`src/rtl/obuf_rd_arb_pkg.sv`:
```
// Common: shared OBuffer geometry and the requester identifier used by the
// OBuffer read arbiter.
//   OBufBank  : number of independently arbitrated read banks
//   OBufDepth : words per bank (address width is $clog2 of this)
//   OBufWidth : read data bits per bank
//   ArbSide   : which requester a grant or return belongs to (VCtrl / ECtrl)
package Common;

  localparam int OBufBank  = 4;
  localparam int OBufDepth = 16;
  localparam int OBufWidth = 8;

  typedef enum logic {
    ARB_V = 1'b0,
    ARB_E = 1'b1
  } ArbSide;

  // The side that did not win, used to hand priority to the loser
  function automatic ArbSide otherSide(input ArbSide s);
    return (s == ARB_V) ? ARB_E : ARB_V;
  endfunction

endpackage

```
`src/rtl/obuf_rd_arb_bank_arb.sv`:
```
// obuf_bank_arb: two-requester arbiter for a single OBuffer bank plus the
// return pipe that steers read-valid back to whichever side was granted.
//   clk, rst         : clock, synchronous active-high reset
//   vReq/vAddr/vLock : VCtrl request, address and burst lock
//   eReq/eAddr/eLock : ECtrl request, address and burst lock
//   vGnt/eGnt        : combinational grants for this cycle
//   rEn/rAddr        : bank read strobe and address (0 when idle)
//   vRValid/eRValid  : read-data valid, RdLat cycles after the grant
module obuf_bank_arb
  import Common::*;
#(
  parameter int AW    = 4,
  parameter int RdLat = 1
) (
  input  logic          clk,
  input  logic          rst,
  input  logic          vReq,
  input  logic [AW-1:0] vAddr,
  input  logic          vLock,
  input  logic          eReq,
  input  logic [AW-1:0] eAddr,
  input  logic          eLock,
  output logic          vGnt,
  output logic          eGnt,
  output logic          rEn,
  output logic [AW-1:0] rAddr,
  output logic          vRValid,
  output logic          eRValid
);

  ArbSide           r_pri;
  logic             r_ownerValid;
  ArbSide           r_ownerSide;
  logic [RdLat-1:0] r_pipeValid;
  ArbSide           r_pipeSide [RdLat];

  logic w_lockHeld;
  logic w_vGnt;
  logic w_eGnt;

  // A latched owner keeps the bank only while it still requests with its
  // lock high; otherwise ownership lapses and normal arbitration applies in
  // the same cycle. Reset suppresses every grant.
  always_comb begin
    w_lockHeld = 1'b0;
    w_vGnt     = 1'b0;
    w_eGnt     = 1'b0;
    if (r_ownerValid) begin
      w_lockHeld = (r_ownerSide == ARB_V) ? (vLock && vReq) : (eLock && eReq);
    end
    if (!rst) begin
      if (w_lockHeld) begin
        w_vGnt = (r_ownerSide == ARB_V);
        w_eGnt = (r_ownerSide == ARB_E);
      end else if (vReq && eReq) begin
        w_vGnt = (r_pri == ARB_V);
        w_eGnt = (r_pri == ARB_E);
      end else begin
        w_vGnt = vReq;
        w_eGnt = eReq;
      end
    end
  end

  assign vGnt  = w_vGnt;
  assign eGnt  = w_eGnt;
  assign rEn   = w_vGnt | w_eGnt;
  assign rAddr = w_eGnt ? eAddr : (w_vGnt ? vAddr : '0);

  // Priority moves to the loser after every contested grant; ownership is
  // re-evaluated each cycle from the winner's lock, so a held lock simply
  // re-latches. The return pipe records {valid, side} for every grant.
  always_ff @(posedge clk) begin
    if (rst) begin
      r_pri        <= ARB_V;
      r_ownerValid <= 1'b0;
      r_ownerSide  <= ARB_V;
      r_pipeValid  <= '0;
      for (int i = 0; i < RdLat; i++) begin
        r_pipeSide[i] <= ARB_V;
      end
    end else begin
      if (vReq && eReq && (w_vGnt || w_eGnt)) begin
        r_pri <= otherSide(w_eGnt ? ARB_E : ARB_V);
      end
      r_ownerValid   <= (w_vGnt && vLock) || (w_eGnt && eLock);
      r_ownerSide    <= w_eGnt ? ARB_E : ARB_V;
      r_pipeValid[0] <= w_vGnt | w_eGnt;
      r_pipeSide[0]  <= w_eGnt ? ARB_E : ARB_V;
      for (int i = 1; i < RdLat; i++) begin
        r_pipeValid[i] <= r_pipeValid[i-1];
        r_pipeSide[i]  <= r_pipeSide[i-1];
      end
    end
  end

  assign vRValid = r_pipeValid[RdLat-1] && (r_pipeSide[RdLat-1] == ARB_V);
  assign eRValid = r_pipeValid[RdLat-1] && (r_pipeSide[RdLat-1] == ARB_E);

endmodule

```
`src/rtl/obuf_rd_arb.sv`:
```
// obuf_rd_arb: OBuffer read arbiter between VCtrl and ECtrl. Every bank is
// arbitrated on its own by an obuf_bank_arb; read data is fanned out to both
// requesters unconditionally and only the valid bits are steered.
//   clk, rst                 : clock, synchronous active-high reset
//   vReq/vAddr/vLock         : VCtrl per-bank requests, addresses, burst lock
//   eReq/eAddr/eLock         : ECtrl per-bank requests, addresses, burst lock
//   vGnt/eGnt                : per-bank grants, same cycle as the request
//   rEn/rAddr                : OBuffer bank read enables and addresses
//   rData                    : OBuffer read data, RdLat cycles after rEn
//   vRValid/eRValid          : per-bank return valid to the granted side
//   vRData/eRData            : read data fanout
module obuf_rd_arb #(
  parameter int OBufBank  = Common::OBufBank,
  parameter int OBufDepth = Common::OBufDepth,
  parameter int OBufWidth = Common::OBufWidth,
  parameter int RdLat     = 1
) (
  input  logic                                  clk,
  input  logic                                  rst,
  input  logic [OBufBank-1:0]                   vReq,
  input  logic [OBufBank*$clog2(OBufDepth)-1:0] vAddr,
  input  logic                                  vLock,
  input  logic [OBufBank-1:0]                   eReq,
  input  logic [OBufBank*$clog2(OBufDepth)-1:0] eAddr,
  input  logic                                  eLock,
  output logic [OBufBank-1:0]                   vGnt,
  output logic [OBufBank-1:0]                   eGnt,
  output logic [OBufBank-1:0]                   rEn,
  output logic [OBufBank*$clog2(OBufDepth)-1:0] rAddr,
  input  logic [OBufBank*OBufWidth-1:0]         rData,
  output logic [OBufBank-1:0]                   vRValid,
  output logic [OBufBank-1:0]                   eRValid,
  output logic [OBufBank*OBufWidth-1:0]         vRData,
  output logic [OBufBank*OBufWidth-1:0]         eRData
);

  localparam int AW = $clog2(OBufDepth);

  // One arbiter and return pipe per bank; banks share only the lock inputs
  for (genvar b = 0; b < OBufBank; b++) begin : g_bank
    obuf_bank_arb #(
      .AW    (AW),
      .RdLat (RdLat)
    ) u_bankArb (
      .clk     (clk),
      .rst     (rst),
      .vReq    (vReq[b]),
      .vAddr   (vAddr[b*AW +: AW]),
      .vLock   (vLock),
      .eReq    (eReq[b]),
      .eAddr   (eAddr[b*AW +: AW]),
      .eLock   (eLock),
      .vGnt    (vGnt[b]),
      .eGnt    (eGnt[b]),
      .rEn     (rEn[b]),
      .rAddr   (rAddr[b*AW +: AW]),
      .vRValid (vRValid[b]),
      .eRValid (eRValid[b])
    );
  end

  assign vRData = rData;
  assign eRData = rData;

endmodule

```
`config.mk`:
```
export PLATFORM = sky130hd
export DESIGN_NAME = obuf_rd_arb
export DESIGN_NICKNAME = d
export VERILOG_FILES = /design/src/rtl/obuf_rd_arb_pkg.sv /design/src/rtl/obuf_rd_arb_bank_arb.sv /design/src/rtl/obuf_rd_arb.sv
export SDC_FILE = /design/constraint.sdc
export NUM_CORES = 1
export LEC_CHECK = 0
export BUFFER_PORTS_ARGS = -buffer_cell sky130_fd_sc_hd__buf_2
export CAP_MARGIN = 40
export CORE_MARGIN = 3
export CORE_UTILIZATION = 36
export CTS_BUF_LIST = sky130_fd_sc_hd__clkbuf_8
export CTS_CLUSTER_DIAMETER = 200
export CTS_CLUSTER_SIZE = 30
export DETAILED_ROUTE_END_ITERATION = 16
export GPL_TIMING_DRIVEN = 0
export PLACE_DENSITY = 0.8
export SLEW_MARGIN = 0
export SYNTH_ARGS = -nofsm -noshare
export SYNTH_HDL_FRONTEND = slang
export SYNTH_HIERARCHICAL = 1
export SYNTH_SLANG_ARGS = --single-unit
```
`constraint.sdc`:
```
create_clock -name clk -period 1.01 [get_ports clk]
set_input_delay 0.1515 -clock clk [delete_from_list [all_inputs] [get_ports clk]]
set_output_delay 0.1515 -clock clk [all_outputs]
set_load 0.02 [all_outputs]
```
# --- Yosys cells after proc, flatten, opt, wreduce, memory -nomap -nowiden ---
# Memories as Yosys holds them, arrays and structs flattened.
# Index checks and enable logic that the tools add are counted.
totals:
  out_inout_bits: 100
  inputBits: 76
  register_bits: 16
  ramBits: 4
  n_memories: 4
classes:
  bitwise: 16
  muxes: 59
  reduce_logical: 44
memory_table:
  columns: ["memory", "words", "width", "rd", "rd_clocked_by_memory_dff", "wr", "line_no", "text"]
  rows:
  - ["g_bank[0].u_bankArb.r_pipeSide", 1, 1, 1, 0, 1, "obuf_rd_arb_bank_arb.sv:35", "ArbSide r_pipeSide [RdLat];"]
  - ["g_bank[1].u_bankArb.r_pipeSide", 1, 1, 1, 0, 1, "obuf_rd_arb_bank_arb.sv:35", null]
  - ["g_bank[2].u_bankArb.r_pipeSide", 1, 1, 1, 0, 1, "obuf_rd_arb_bank_arb.sv:35", null]
  - ["g_bank[3].u_bankArb.r_pipeSide", 1, 1, 1, 0, 1, "obuf_rd_arb_bank_arb.sv:35", null]
op_table:
  columns: ["op", "count"]
  rows:
  - ["1-bit two-way mux", 51]
  - ["1-bit logical AND", 32]
  - ["4-bit two-way mux", 8]
  - ["1-bit inverter", 12]
  - ["1-bit logical OR", 8]
  - ["1-bit OR", 4]
  - ["1-bit OR reduction", 4]

# --- Logic depth before layout (Yosys ltp) ---
depth:
  word_depth: 7
  depth_mapped: 4
  mapped_depth_nobuf: 3

# --- By module ---
# The synthesis kept the hierarchy.
by_module_without_submodules:
  columns: ["mod", "area_per_inst_um2", "seq_area_each_um2", "cells_each", "n_inst"]
  rows:
  - ["obuf_bank_arb", 382.9, 80.1, 51, 4]
  - ["obuf_rd_arb", 480.5, 0.0, 64, 1]

# --- Worst setup path before layout ---
# Ideal clock, no wire load.
synth_path:
  kind: "reg-to-output"
  startpoint: "register g_bank[0].u_bankArb.r_ownerValid"
  endpoint: "output rAddr[0]"
  required_ps: 859
  path_slack_ps: -296
  t_arrival_ps: 1154
  path_stages_with_launch: 4
  path_buffers: 0
  cell_sequence: "dfxtp_1 a21oi_2 o221ai_2 o22ai_1"
synth_between:
  elab_chain_len: 5
synth_lines:
  columns: ["element", "line_no", "text"]
  rows:
  - ["from (decl)", "obuf_rd_arb_bank_arb.sv:32", "logic r_ownerValid;"]
  - ["from (signal assigned)", "obuf_rd_arb_bank_arb.sv:86", "r_ownerValid <= (w_vGnt && vLock) || (w_eGnt && eLock);"]
  - ["1-bit two-way mux (*)", "obuf_rd_arb_bank_arb.sv:48", "if (r_ownerValid) begin"]
  - ["1-bit two-way mux", "obuf_rd_arb_bank_arb.sv:52", "if (w_lockHeld) begin"]
  - ["1-bit two-way mux", "obuf_rd_arb_bank_arb.sv:51", "if (!rst) begin"]
  - ["4-bit two-way mux", "obuf_rd_arb_bank_arb.sv:68", "assign rAddr = w_eGnt ? eAddr : (w_vGnt ? vAddr : '0);"]
  - ["4-bit two-way mux (*)", "obuf_rd_arb_bank_arb.sv:68", null]
  - ["to (decl)", "obuf_rd_arb.sv:29", "output logic [OBufBank*$clog2(OBufDepth)-1:0] rAddr,"]
# Every way passes the cells marked *; elsewhere a longest branch is shown, timed or not.

# --- Worst setup path in the final report ---
layout_path:
  startpoint: "register g_bank[1].u_bankArb.r_ownerValid"
  endpoint: "output rAddr[5]"
layout_between:
  elab_chain_len: 5
layout_lines:
  columns: ["element", "line_no"]
  rows:
  - ["from (decl)", "obuf_rd_arb_bank_arb.sv:32"]
  - ["from (signal assigned)", "obuf_rd_arb_bank_arb.sv:86"]
  - ["1-bit two-way mux (*)", "obuf_rd_arb_bank_arb.sv:48"]
  - ["1-bit two-way mux", "obuf_rd_arb_bank_arb.sv:52"]
  - ["1-bit two-way mux", "obuf_rd_arb_bank_arb.sv:51"]
  - ["4-bit two-way mux", "obuf_rd_arb_bank_arb.sv:68"]
  - ["4-bit two-way mux (*)", "obuf_rd_arb_bank_arb.sv:68"]
# Marks and branches as above.

==> out/metrics.yaml <==
run_status:
  status: "finished with violations"
  violations: "negative setup slack"
synthesis:
  synthDistinctLibCells: 22
  yosysWarnings: 6
  ys_ff_latch: 16
  seq_area_frac_synth_pct: 15.92
  syn_inst: 268
  synthesis.nets: 344
  synth.area.top_cells: "buf_4 (24%), dfxtp_1 (16%), a211o_1 (7.0%), nand2_1 (6.7%), nor4b_2 (6.0%)"
  synth.top_cell.area_share_pct: 23.88
  synth_area_sq_um: 2012
  syn_avg_cell_area_sq_um: 7.507
  yosys.area.top_type: "buf_4"
cts:
  clk_pin_slew_worst_paths_ns: 0.07
  cts_sinks: 16
  clk_latency_ns: 0.25
  numCtsBuffers: 3
  cts_root_buffer: "clkbuf_8"
  cts_tree: "built"
  ctsHoldBuffers: 0
  clk_path_buf_depth: 2
  cts_htree_levels: 1
cells_and_area:
  num-fill-cells: 367
  syn_to_final_growth_pct: 96.77
  seq_area_sq_um: 366.6
  layout-drive-gt1-share_pct: 76.58
  final_cell_count_no_fill: 514
  multi_input_area_sq_um: 1560
  fin_nets: 522
  fin_util_pct: 75.12
  diodes: 0
sta:
  whs_ns: 0.2794
  layout_setup_ws_ns: -0.5796
  period_share_pct: 157.4
  setup_violations: 41
  drv_slew: 0
  hold_violations: 0
  fmax_mhz: 629.1
  worstMarginPinSlew_ns: 0.4293
  slew_headroom_pct: 71.38
  rsz0062_at_grt: "yes"
  period_minus_slack_ns: 1.590
  clock_skew_ns: 0.0005360
placed_design:
  dpl.hpwl_microns: 5034
  gp_congestion: 0.7712
  dpl_worst_slack_ns: -0.5271
  port_buffers: 139
  place_inst: 477
detailed_routing:
  viasPerCell: 4.914
  drc_errors: 0
  drt_iter0_drc: 69
  routed_wl_microns: 7184
  ant_nets: 0
  dr.pass1.iters: 5
  wl_per_cell_microns: 13.98
  vias: 2526
die:
  initial_core_util_pct: 38.18
  die-area_sq_um: 6521
  core_area_sq_um: 5270
  fp.dieH_microns: 80.76
  die_x_microns: 80.76
  ios: 176
  core.rowCount: 26
global_route:
  grt_first_pass_wirelength_microns: 10420
  track_usage_pct: 19.69
  grt_max_degree: 17
  grt_pass1_vias: 2381
  antenna_found_initial: 0
  gr-total-overflow: 0
worst_setup_path:
  cp_data_arrival_time_ns: 1.44
  required_ns: 0.86
  r2r_cells: 5
  worstSetupEndpointType: "output port"
  crit_fanout: 7
  start_kind: "register"
  crit_type: "reg -> out"
power:
  p_leak_nw: 1.904
  vdd_drop_max_mv: 0.6563
  power.density_nw_per_um2: 785.7
job:
  maxCapViolCount: 0
hold_path:
  hold_depth: 3
  hold_path.class: "in -> reg"
worst paths after layout:
| path | endpoint | startpoint | slack [ns] |
|---|---|---|---|
| worst max register to register | g_bank[2].u_bankArb/r_ownerValid$_SDFF_PP0_ | g_bank[2].u_bankArb/r_ownerValid$_SDFF_PP0_ | -0.32 |
| worst max-delay path | rAddr[5] | g_bank[1].u_bankArb/r_ownerValid$_SDFF_PP0_ | -0.58 |
| worst min register to register | g_bank[3].u_bankArb/r_pri$_SDFFE_PP0P_ | g_bank[3].u_bankArb/r_pri$_SDFFE_PP0P_ | 0.66 |
| worst min-delay path | g_bank[1].u_bankArb/r_pipeValid$_SDFF_PP0_ | vReq[1] | 0.28 |
sequential cells by signal, summed over array words and instances (netlist names):
name / flops
g_bank.u_bankArb/r_ownerValid: 4
g_bank.u_bankArb/r_pri: 4
g_bank.u_bankArb/r_ownerSide: 4
g_bank.u_bankArb/r_pipeValid: 4
cell usage after synthesis (all sizes together):
| library cell | count |
|---|---|
| o2111ai | 4 |
| and2 | 12 |
| nor4b | 8 |
| nand2b | 4 |
| dfxtp | 16 |
| a211o | 16 |
| nor2 | 16 |
| buf | 72 |
| o22ai | 16 |
| a21oi | 16 |
| o221ai | 4 |
| and3b | 4 |
| o41ai | 4 |
| o31a | 4 |
| nor2b | 8 |
| inv | 20 |
| nand2 | 36 |
| nand4 | 4 |
| clkbuf | 4 |
logic make-up after synthesis:
kind of cell | after synthesis | share of synthesized area [%]
AOI/OAI and AO/OA | 64 | 27.11
buffers and inverters | 96 | 30.35
DFF | 16 | 15.92
and+or+nand+nor | 92 | 26.62
worst max-delay path, stage by stage (launching register included):
cell and delay [ns]:
dfxtp_4 0.37, a21oi_4 0.24, o221ai_4 0.22, o22ai_4 0.23, buf_6 0.14
layer usage:
| metal | vias to the layer above | track usage [%] | wire [microns] |
|---|---|---|---|
| met4 | 0 | 4.730 | 118 |
| met2 | 129 | 39.49 | 3984 |
| li1 | 1226 | - | - |
| met5 | - | 0 | 0 |
| met1 | 1159 | 20.75 | 2523 |
| met3 | 12 | 3.880 | 558 |
power by group:
group | total, mW | internal (mW) | switching (mW)
Sequential | 0.722 | 0.663 | 0.0589
Combinational | 1.90 | 0.958 | 0.940
Clock | 0.490 | 0.264 | 0.226
Total | 3.11 | 1.89 | 1.22
stage by stage:
stage / instance area, sq um / setup TNS [ns] / total power [mW]
final: 3959 / -15.03 / 3.110
after CTS: 3815 / -14.68 / 3.019
after global placement: 3191 / -14.55 / 2.194
after detailed placement: 3191 / -14.96 / 2.228
after global routing: 3959 / -17.29 / 3.279
after floorplan: 2407 / -4.009 / 1.834
what timing repair did:
item	in CTS	in global routing
endpoints found under the setup margin	44	46
buffers inserted	28	6
pin swaps	28	13
gates resized for setup	97	26
layout make-up:
class                           instances  share of cell area (%)
Sequential cell                        16                   9.260
Multi-Input combinational cell        156                   39.41
Buffer                                 76                   14.10
Tap cell                               70                   2.212
Timing Repair Buffer                  173                   31.95
Inverter                               20                   2.023
Clock buffer                            3                   1.043
placed cells by master, fill, tap and decap left out, types with 4 or more instances in the layout:
cell	instances
a211o_1	16
a21oi_1	7
a21oi_4	8
and2_4	12
and3b_1	4
buf_12	7
buf_2	112
buf_4	88
buf_6	39
dfxtp_4	12
inv_1	16
nand2_1	31
nand2_2	5
nand2b_4	4
nand4_1	4
nor2_1	13
nor2b_2	4
nor4b_4	5
o2111ai_1	4
o221ai_4	4
o22ai_4	16
o31a_1	4
(Power assumes the default switching activity.)
